==> src/rtl/exc_request_ctrl.sv <==
// -----------------------------------------------------------------------------
// exc_request_ctrl
//
// Requester side of the CP0 exception-source interface. Raw event lines and
// an internal periodic timer become per-source pending bits. One request is
// presented at a time, with fixed priority (source 0 > 1 > 2). The request
// is held until CP0 accepts it. The block then stays in service until the
// handler's ERET retires the request.
//
// Ports
//   clk         system clock, all state changes on the rising edge
//   rst         synchronous active-high reset
//   evt_in      raw level event lines; a rising edge is a new event
//   block_mask  per-source mask from CP0 (1 = masked)
//   exp_block   CP0 status[0]; while high no new request is launched
//   has_exp     CP0 accept of the current request
//   is_eret     ERET retiring this cycle
//   tmr_en      timer enable
//   tmr_period  timer period in cycles (0 = timer inert)
//   exp_src     one-hot request to CP0
//   pending     pending bits per source
//   busy        high while a request is outstanding or in service
//   svc_id      index of the source requested or in service
//   ovf_cnt     saturating count of events lost on already-pending sources
// -----------------------------------------------------------------------------
module exc_request_ctrl #(
   parameter int TIMER_W = 16,
   parameter int OVF_W   = 8
) (
   input  logic               clk,
   input  logic               rst,
   input  logic [2:0]         evt_in,
   input  logic [2:0]         block_mask,
   input  logic               exp_block,
   input  logic               has_exp,
   input  logic               is_eret,
   input  logic               tmr_en,
   input  logic [TIMER_W-1:0] tmr_period,
   output logic [2:0]         exp_src,
   output logic [2:0]         pending,
   output logic               busy,
   output logic [1:0]         svc_id,
   output logic [OVF_W-1:0]   ovf_cnt
);

   typedef enum logic [1:0] {
      ST_IDLE    = 2'd0,
      ST_REQ     = 2'd1,
      ST_SERVICE = 2'd2
   } state_e;

   // Index of the lowest set bit; source 0 has the highest priority.
   function automatic logic [1:0] lowest_idx(input logic [2:0] v);
      logic [1:0] idx;
      if (v[0])      idx = 2'd0;
      else if (v[1]) idx = 2'd1;
      else if (v[2]) idx = 2'd2;
      else           idx = 2'd0;
      return idx;
   endfunction

   // One-hot decode of a source index.
   function automatic logic [2:0] onehot3(input logic [1:0] idx);
      logic [2:0] oh;
      case (idx)
         2'd0:    oh = 3'b001;
         2'd1:    oh = 3'b010;
         2'd2:    oh = 3'b100;
         default: oh = 3'b000;
      endcase
      return oh;
   endfunction

   state_e             state_q, state_d;
   logic [2:0]         evt_q;
   logic [2:0]         pending_q, pending_d;
   logic [TIMER_W-1:0] tmr_cnt_q, tmr_cnt_d;
   logic [1:0]         svc_id_q, svc_id_d;
   logic [OVF_W-1:0]   ovf_cnt_q, ovf_cnt_d;

   logic               tmr_active_s;
   logic               tmr_hit_s;
   logic [2:0]         new_s;
   logic [2:0]         clr_s;
   logic [2:0]         lost_s;
   logic [1:0]         lost_cnt_s;
   logic [OVF_W:0]     ovf_sum_s;
   logic [2:0]         eligible_s;

   // Timer, event capture, pending bookkeeping and lost-event counting.
   always_comb begin
      tmr_active_s = tmr_en && (tmr_period != {TIMER_W{1'b0}});
      tmr_hit_s    = tmr_active_s && (tmr_cnt_q == (tmr_period - TIMER_W'(1)));
      if (!tmr_active_s) begin
         tmr_cnt_d = {TIMER_W{1'b0}};
      end else if (tmr_hit_s) begin
         tmr_cnt_d = {TIMER_W{1'b0}};
      end else begin
         tmr_cnt_d = tmr_cnt_q + TIMER_W'(1);
      end

      new_s = (evt_in & ~evt_q) | {tmr_hit_s, 2'b00};

      // ERET clears the serviced source, but a new event on it the same cycle wins.
      if ((state_q == ST_SERVICE) && is_eret) begin
         clr_s = onehot3(svc_id_q);
      end else begin
         clr_s = 3'b000;
      end

      lost_s     = new_s & pending_q & ~clr_s;
      lost_cnt_s = {1'b0, lost_s[0]} + {1'b0, lost_s[1]} + {1'b0, lost_s[2]};
      ovf_sum_s  = {1'b0, ovf_cnt_q} + (OVF_W + 1)'(lost_cnt_s);
      if (ovf_sum_s[OVF_W]) begin
         ovf_cnt_d = {OVF_W{1'b1}};
      end else begin
         ovf_cnt_d = ovf_sum_s[OVF_W-1:0];
      end

      pending_d  = (pending_q & ~clr_s) | new_s;
      eligible_s = pending_q & ~block_mask;
   end

   // Request FSM next-state logic.
   always_comb begin
      state_d  = state_q;
      svc_id_d = svc_id_q;
      case (state_q)
         ST_IDLE: begin
            if ((eligible_s != 3'b000) && !exp_block) begin
               state_d  = ST_REQ;
               svc_id_d = lowest_idx(eligible_s);
            end else begin
               state_d = ST_IDLE;
            end
         end
         ST_REQ: begin
            // Accept beats withdrawal when both happen in one cycle.
            if (has_exp) begin
               state_d = ST_SERVICE;
            end else if (((block_mask & onehot3(svc_id_q)) != 3'b000) || exp_block) begin
               state_d = ST_IDLE;
            end else begin
               state_d = ST_REQ;
            end
         end
         ST_SERVICE: begin
            if (is_eret) begin
               state_d = ST_IDLE;
            end else begin
               state_d = ST_SERVICE;
            end
         end
         default: begin
            state_d = ST_IDLE;
         end
      endcase
   end

   // State registers with synchronous reset.
   always_ff @(posedge clk) begin
      if (rst) begin
         state_q   <= ST_IDLE;
         evt_q     <= 3'b000;
         pending_q <= 3'b000;
         tmr_cnt_q <= {TIMER_W{1'b0}};
         svc_id_q  <= 2'd0;
         ovf_cnt_q <= {OVF_W{1'b0}};
      end else begin
         state_q   <= state_d;
         evt_q     <= evt_in;
         pending_q <= pending_d;
         tmr_cnt_q <= tmr_cnt_d;
         svc_id_q  <= svc_id_d;
         ovf_cnt_q <= ovf_cnt_d;
      end
   end

   // Request is decoded from registered state only, so it cannot glitch.
   assign exp_src = (state_q == ST_REQ) ? onehot3(svc_id_q) : 3'b000;
   assign busy    = (state_q != ST_IDLE);
   assign pending = pending_q;
   assign svc_id  = svc_id_q;
   assign ovf_cnt = ovf_cnt_q;

endmodule

==> config.mk <==
export PLATFORM = sky130hd
export DESIGN_NAME = exc_request_ctrl
export DESIGN_NICKNAME = d
export VERILOG_FILES = /design/src/rtl/exc_request_ctrl.sv
export SDC_FILE = /design/constraint.sdc
export NUM_CORES = 1
export LEC_CHECK = 0
export CORE_MARGIN = 2
export CORE_UTILIZATION = 55
export DETAILED_ROUTE_END_ITERATION = 7
export GPL_TIMING_DRIVEN = 0
export PLACE_DENSITY = 0.95
export SLEW_MARGIN = 20
export SYNTH_ARGS = -nofsm -noshare
export SYNTH_HDL_FRONTEND = slang
export SYNTH_SLANG_ARGS = --single-unit
export TNS_END_PERCENT = 30
==> constraint.sdc <==
create_clock -name clk -period 12 [get_ports clk]
set_input_delay 2.4 -clock clk [delete_from_list [all_inputs] [get_ports clk]]
set_output_delay 2.4 -clock clk [all_outputs]
set_load 0.1 [all_outputs]
==> results.sh <==
export IMPL_outcome="complete, no violations"
export IMPL_hold_ws_ps=517
export IMPL_antenna_cells=0
export IMPL_rsz0062_at_grt="no"
export IMPL_critPathCaptureType="flop"
export IMPL_post_synth_instance_area_mm2=0.00212
export IMPL_overflow=0
export IMPL_area_delta_synth_final_pct=27.0
export IMPL_gp_congestion=0.884
export IMPL_p_leak_nw=0.932
export IMPL_cpPeakStageDelay_ps=630
export IMPL_coreArea_mm2=0.00369
export IMPL_yosys_area_top_type="dfxtp_1"
export IMPL_die_h_um=66.1
export IMPL_grt_pass1_wl_um=8310
export IMPL_synth_edff_count=0
export IMPL_max_cap_violations=0
export IMPL_yosysSeqAreaShare=0.321
export IMPL_grt_pass1_vias=1882
export IMPL_cellPowerDensity_mw_per_mm2=97.8
export IMPL_antenna_found_initial=0
export IMPL_ys_types=49
export IMPL_start_util=0.575
export IMPL_crit_path_max_fanout=10
export IMPL_fin_nets=334
export IMPL_syn_nets=285
export IMPL_synthFlopType="dfxtp_1"
export IMPL_synth_seq_cells=34
export IMPL_fin_skew_ps=5.42
export IMPL_wl_um=5000
export IMPL_syn_area_per_cell_um2=8.44
export IMPL_cts_hold_buf=0
export IMPL_drtAntennaViolNets=0
export IMPL_clockRootBuffer="clkbuf_8"
export IMPL_num_rows=22
export IMPL_slew_violations=0
export IMPL_crit_buf_inv=4
export IMPL_hpwlAfterDp_um=3790
export IMPL_async_flop_share=0
export IMPL_grt_total_usage=0.247
export IMPL_numCtsBuffers=5
export IMPL_fmax_ghz=0.141
export IMPL_period_needed_ps=7070
export IMPL_grt_max_degree=11
export IMPL_finalHoldViolCount=0
export IMPL_setup_worst_path_start_class="input pin"
export IMPL_clock_sinks=34
export IMPL_finalCritPeriodShare=0.589
export IMPL_timing_setup_tns_ps=0
export IMPL_io_buffer_count=42
export IMPL_finalSetupViolCount=0
export IMPL_vias=1961
export IMPL_io_pins=45
export IMPL_initialDrtViolationCount=119
export IMPL_viasPerCell=5.62
export IMPL_htree_levels=2
export IMPL_drc=0
export IMPL_hold_path_class="reg -> reg"
export IMPL_postCtsResizedCells=0
export IMPL_clk_path_buf_depth=2
export IMPL_final_layout_size_suffix_gt1_frac=0.0698
export IMPL_final_fill_count=279
export IMPL_cpLargestDelayFamily="simple AND/OR/NAND/NOR gates"
export IMPL_yosys_warnings=0
export IMPL_synth_commonest_cells="dfxtp_1, nor3_1, xnor2_1"
export IMPL_max_vdd_ir_drop_mv=0.0887
export IMPL_clkLatencyLatePin_ps=280
export IMPL_cp_data_required_time_ps=12150
export IMPL_crit_chain="clkdlybuf4s50_1, inv_1, ha_1, nor4b_4, nand3_2, or4_1, a21oi_1, nand4_1, a2111oi_4, buf_6, o21ai_2, fa_1, inv_1, ha_1, fa_1, nand2_1, nor2_1, nand3_1, a21oi_1"
export IMPL_synthTopCellsByArea="dfxtp_1, xnor2_1, xor2_1"
export IMPL_synth_most_common_cell="dfxtp_1"
export IMPL_fp_dieW_um=66.1
export IMPL_post_cts_buffers=0
export IMPL_avgRoutedWirePerCell_um=14.3
export IMPL_cts_tree="built"
export IMPL_cp_arrival_ps=7220
export IMPL_worst_pin_slew_ps=985
export IMPL_firstDrtPassIters=4
export IMPL_syn_inst=251
export IMPL_synth_top_area_frac=0.321
export IMPL_slew_headroom=0.341
export IMPL_crit_type="in -> reg"
export IMPL_die_area_mm2=0.00437
export IMPL_clkSlewWorstSetupHoldPaths_ps=70
export IMPL_slowest_stage="a2111oi_4"
-- cell type report --
cell class,count,area [µm²],area share
well taps,48,60.1,0.0223
multi-input cells,199,1360,0.504
flip-flops and latches,34,681,0.253
repair buffers,42,420,0.156
inverters,11,41.3,0.0153
clock buffers,7,86.3,0.0321
clock inverters,1,5.00,0.00186
plain buffers,7,41.3,0.0153
-- tightest hold or removal path: stages (launching register included) --
cell and delay (ps):
dfxtp_1 300, nand2b_1 110, a21oi_1 60
-- cell usage in the layout (no fill, tap or decap), drive strengths merged, types with 3 or more instances in the layout --
cell / instances
nor3: 24
a21o: 3
nand3b: 4
nor4: 3
nor2: 17
nand3: 11
o21ai: 7
dfxtp: 34
a21oi: 16
nand2b: 6
nand2: 16
mux2i: 3
clkbuf: 12
or2: 3
clkdlybuf4s50: 42
xor2: 17
a31oi: 3
nor2b: 5
ha: 4
nand4: 5
and3: 3
inv: 11
xnor2: 18
nor3b: 3
-- sequential cells by signal, indices dropped and copies added (netlist names) --
| signal | flops |
|---|---|
| evt_q | 3 |
| ovf_cnt | 8 |
| pending | 3 |
| state_q | 2 |
| svc_id | 2 |
| tmr_cnt_q | 16 |
-- per-layer routing --
layer | wire length [µm] | global-route usage | share of wire
met1 | 2140 | 0.285 | 0.43
met2 | 2640 | 0.440 | 0.53
met3 | 155 | 0.0528 | 0.031
met4 | 60 | 0.0944 | 0.012
met5 | 0 | 0 | 0
-- logic make-up (layout without fill, tap and decap cells) --
logic type | Yosys count | count (layout) | synth area share
simple gates | 113 | 113 | 0.302
compound gates | 42 | 42 | 0.136
xor+xnor | 35 | 35 | 0.145
flops | 34 | 34 | 0.321
buf+inv | 18 | 68 | 0.0390
fa+ha+maj | 6 | 6 | 0.0425
mux | 3 | 3 | 0.0142
-- through the flow --
| step | power, mW | instances | setup slack, ps | util | area [µm²] |
|---|---|---|---|---|---|
| after floorplan | 0.159 | 251 | 5780 | - | 2120 |
| after global placement | 0.178 | 341 | 4800 | 0.705 | 2600 |
| after detailed placement | 0.179 | 341 | 4720 | 0.705 | 2600 |
| after CTS | 0.263 | 349 | 4960 | 0.730 | 2690 |
| after global routing | 0.274 | 349 | 4520 | 0.730 | 2690 |
| final | 0.263 | 349 | 4930 | 0.730 | 2690 |
-- path summary, 6_finish.rpt --
kind	endpoint	startpoint	cells past startpoint	slack (ps)
max	ovf_cnt[5]	tmr_period[0]	19	4930
min	pending[0]	evt_q[0]	2	520
max reg2reg	ovf_cnt[5]	tmr_cnt_q[2]	17	7680
min reg2reg	pending[0]	evt_q[0]	2	520
-- power breakdown --
part / switching (mW) / total (mW) / leakage [nW] / internal (mW)
logic: 0.0371 / 0.0587 / 0.608 / 0.0216
clock network: 0.0398 / 0.0861 / 0.0482 / 0.0463
registers: 0.00245 / 0.118 / 0.276 / 0.116
Power figures use the tool's default switching activity.
==> RTL change, RTL diff (same settings) <==
Change the parameter `OVF_W` from 8 to 6.
--- a/src/rtl/exc_request_ctrl.sv
+++ b/src/rtl/exc_request_ctrl.sv
@@ -25,7 +25,7 @@
 // -----------------------------------------------------------------------------
 module exc_request_ctrl #(
    parameter int TIMER_W = 16,
-   parameter int OVF_W   = 8
+   parameter int OVF_W   = 6
 ) (
    input  logic               clk,
    input  logic               rst,
Interface: changed (resized ovf_cnt); port bits go from 45 to 43. The function was not compared with the original's and may differ.
==> RTL change against the unedited design <==
  * Die area shrank 0.68%
  * Area after synthesis fell by 0.71%
  * Maximum frequency is 11% higher
  * Sequential cell count shrank 2
  * Power grew 4.2%
  * Clock power grew 18%
  * Global-route usage rose by 0.56 points
  * Largest power group unchanged
  * Register-to-register slack gained 0.13 ns
  * Wire length is 3.9% higher
  * Combinational power rose by 3%
  * Via count increased by 6.0%
  * Critical path type unchanged
  * Setup slack gained 0.67 ns
  * Count of clock-buffer cells in the layout down 1
  * Design area is 0.70% lower
==> RTL change: results <==
[detailed_routing]
wl_per_cell_um = 14.67
wl_met3_um = 241
wl_met1_um = 2214
met2_wirelength_um = 2619
vias = 2078
drt_iter0_markers = 171
wl_um = 5193
first_pass_iters = 4

[synthesis]
synth_cell_type_count = 46
synth-async-reset-ratio_pct = 0
synth-xor-area-share_pct = 13.73
synth_fp_nets = 292
synth_area_leaders = "dfxtp_1 (30%), xnor2_1 (8.3%), xor2_1 (5.4%)"
synthMuxAreaShare_pct = 1.427
synth_fa_ha_area_share_pct = 4.281
synth-seq-area-share_pct = 30.44
synth_commonest_cells = "dfxtp_1 (32), nor2_1 (21), nor3_1 (20), xnor2_1 (20), a21oi_1 (18)"
synth_cells = 258

[finish]
n_all_inverters = 13
nonClkBufAreaFrac_pct = 17.09
final-seq-area_um2 = 640.6
area_delta_synth_final_pct = 26.99
signal_buffers = 51
fillers = 287
seq_cell_count = 32
drive_gt1_share_pct = 5.882
multi_input_area_share_pct = 50.84
num-clock-buffers = 6
multi_input_gates = 202
clkCellAreaFrac_pct = 4.026

[pwr]
p_switching_uw = 81.42
p_total_uw = 274.4
leakage_nw = 0.9203
pwr-share-seq_pct = 40.8
combPwrFrac_pct = 22.1
ir_worst_vdd_uv = 62.36

[placement]
gp_congestion = 0.8788
pre_cts_slack_ns = 5.401
placed_area_um2 = 2565
dp_hpwl_um = 3866
port_buffers = 40

[sta]
skew_ns = 0.005423
maxSlewHeadroom_pct = 35.02
layout_setup_ws_ns = 5.603

[global_route]
grt_pass1_vias = 1943
grt.met3_usage_pct = 4.089
grt_pass1_wl_um = 8424
met1_usage_pct = 31.09
grtUsageTotal_pct = 25.23

[floorplanning]
initial_core_util_pct = 57.48

[setup_path]
cp_max_fo = 4
arrival_ns = 6.61
slowest_stage = "or4b_2"

[outcome]
outcome = "finished clean"

[clocking]
postCtsSetupBuffers = 0
RTL change: changes by cell type after synthesis, sizes merged, moves of 4 or more:
cell | unedited run | this run
nor4 | 3 | 10
nand2 | 16 | 10
nand2b | 6 | 10
nor2 | 17 | 21
nor3 | 24 | 20
xor2 | 17 | 13
RTL change: worst paths after layout:
check	from	to	cells past startpoint
setup / recovery	tmr_period[11]	ovf_cnt[0]$_SDFF_PP0_	15
setup reg to reg	tmr_cnt_q[9]$_SDFF_PP0_	ovf_cnt[0]$_SDFF_PP0_	14
hold reg to reg	state_q[0]$_SDFF_PP0_	state_q[1]$_SDFF_PP0_	2
hold / removal	state_q[0]$_SDFF_PP0_	state_q[1]$_SDFF_PP0_	2
RTL change: critical path, delay by kind of cell:
| family | cells | cell delay (ns) |
|---|---|---|
| simple gates | 4 | 1.25 |
| compound gates | 4 | 1.15 |
| fa+ha+maj | 3 | 1.02 |
| buf+inv | 3 | 0.59 |
| xor+xnor | 1 | 0.18 |
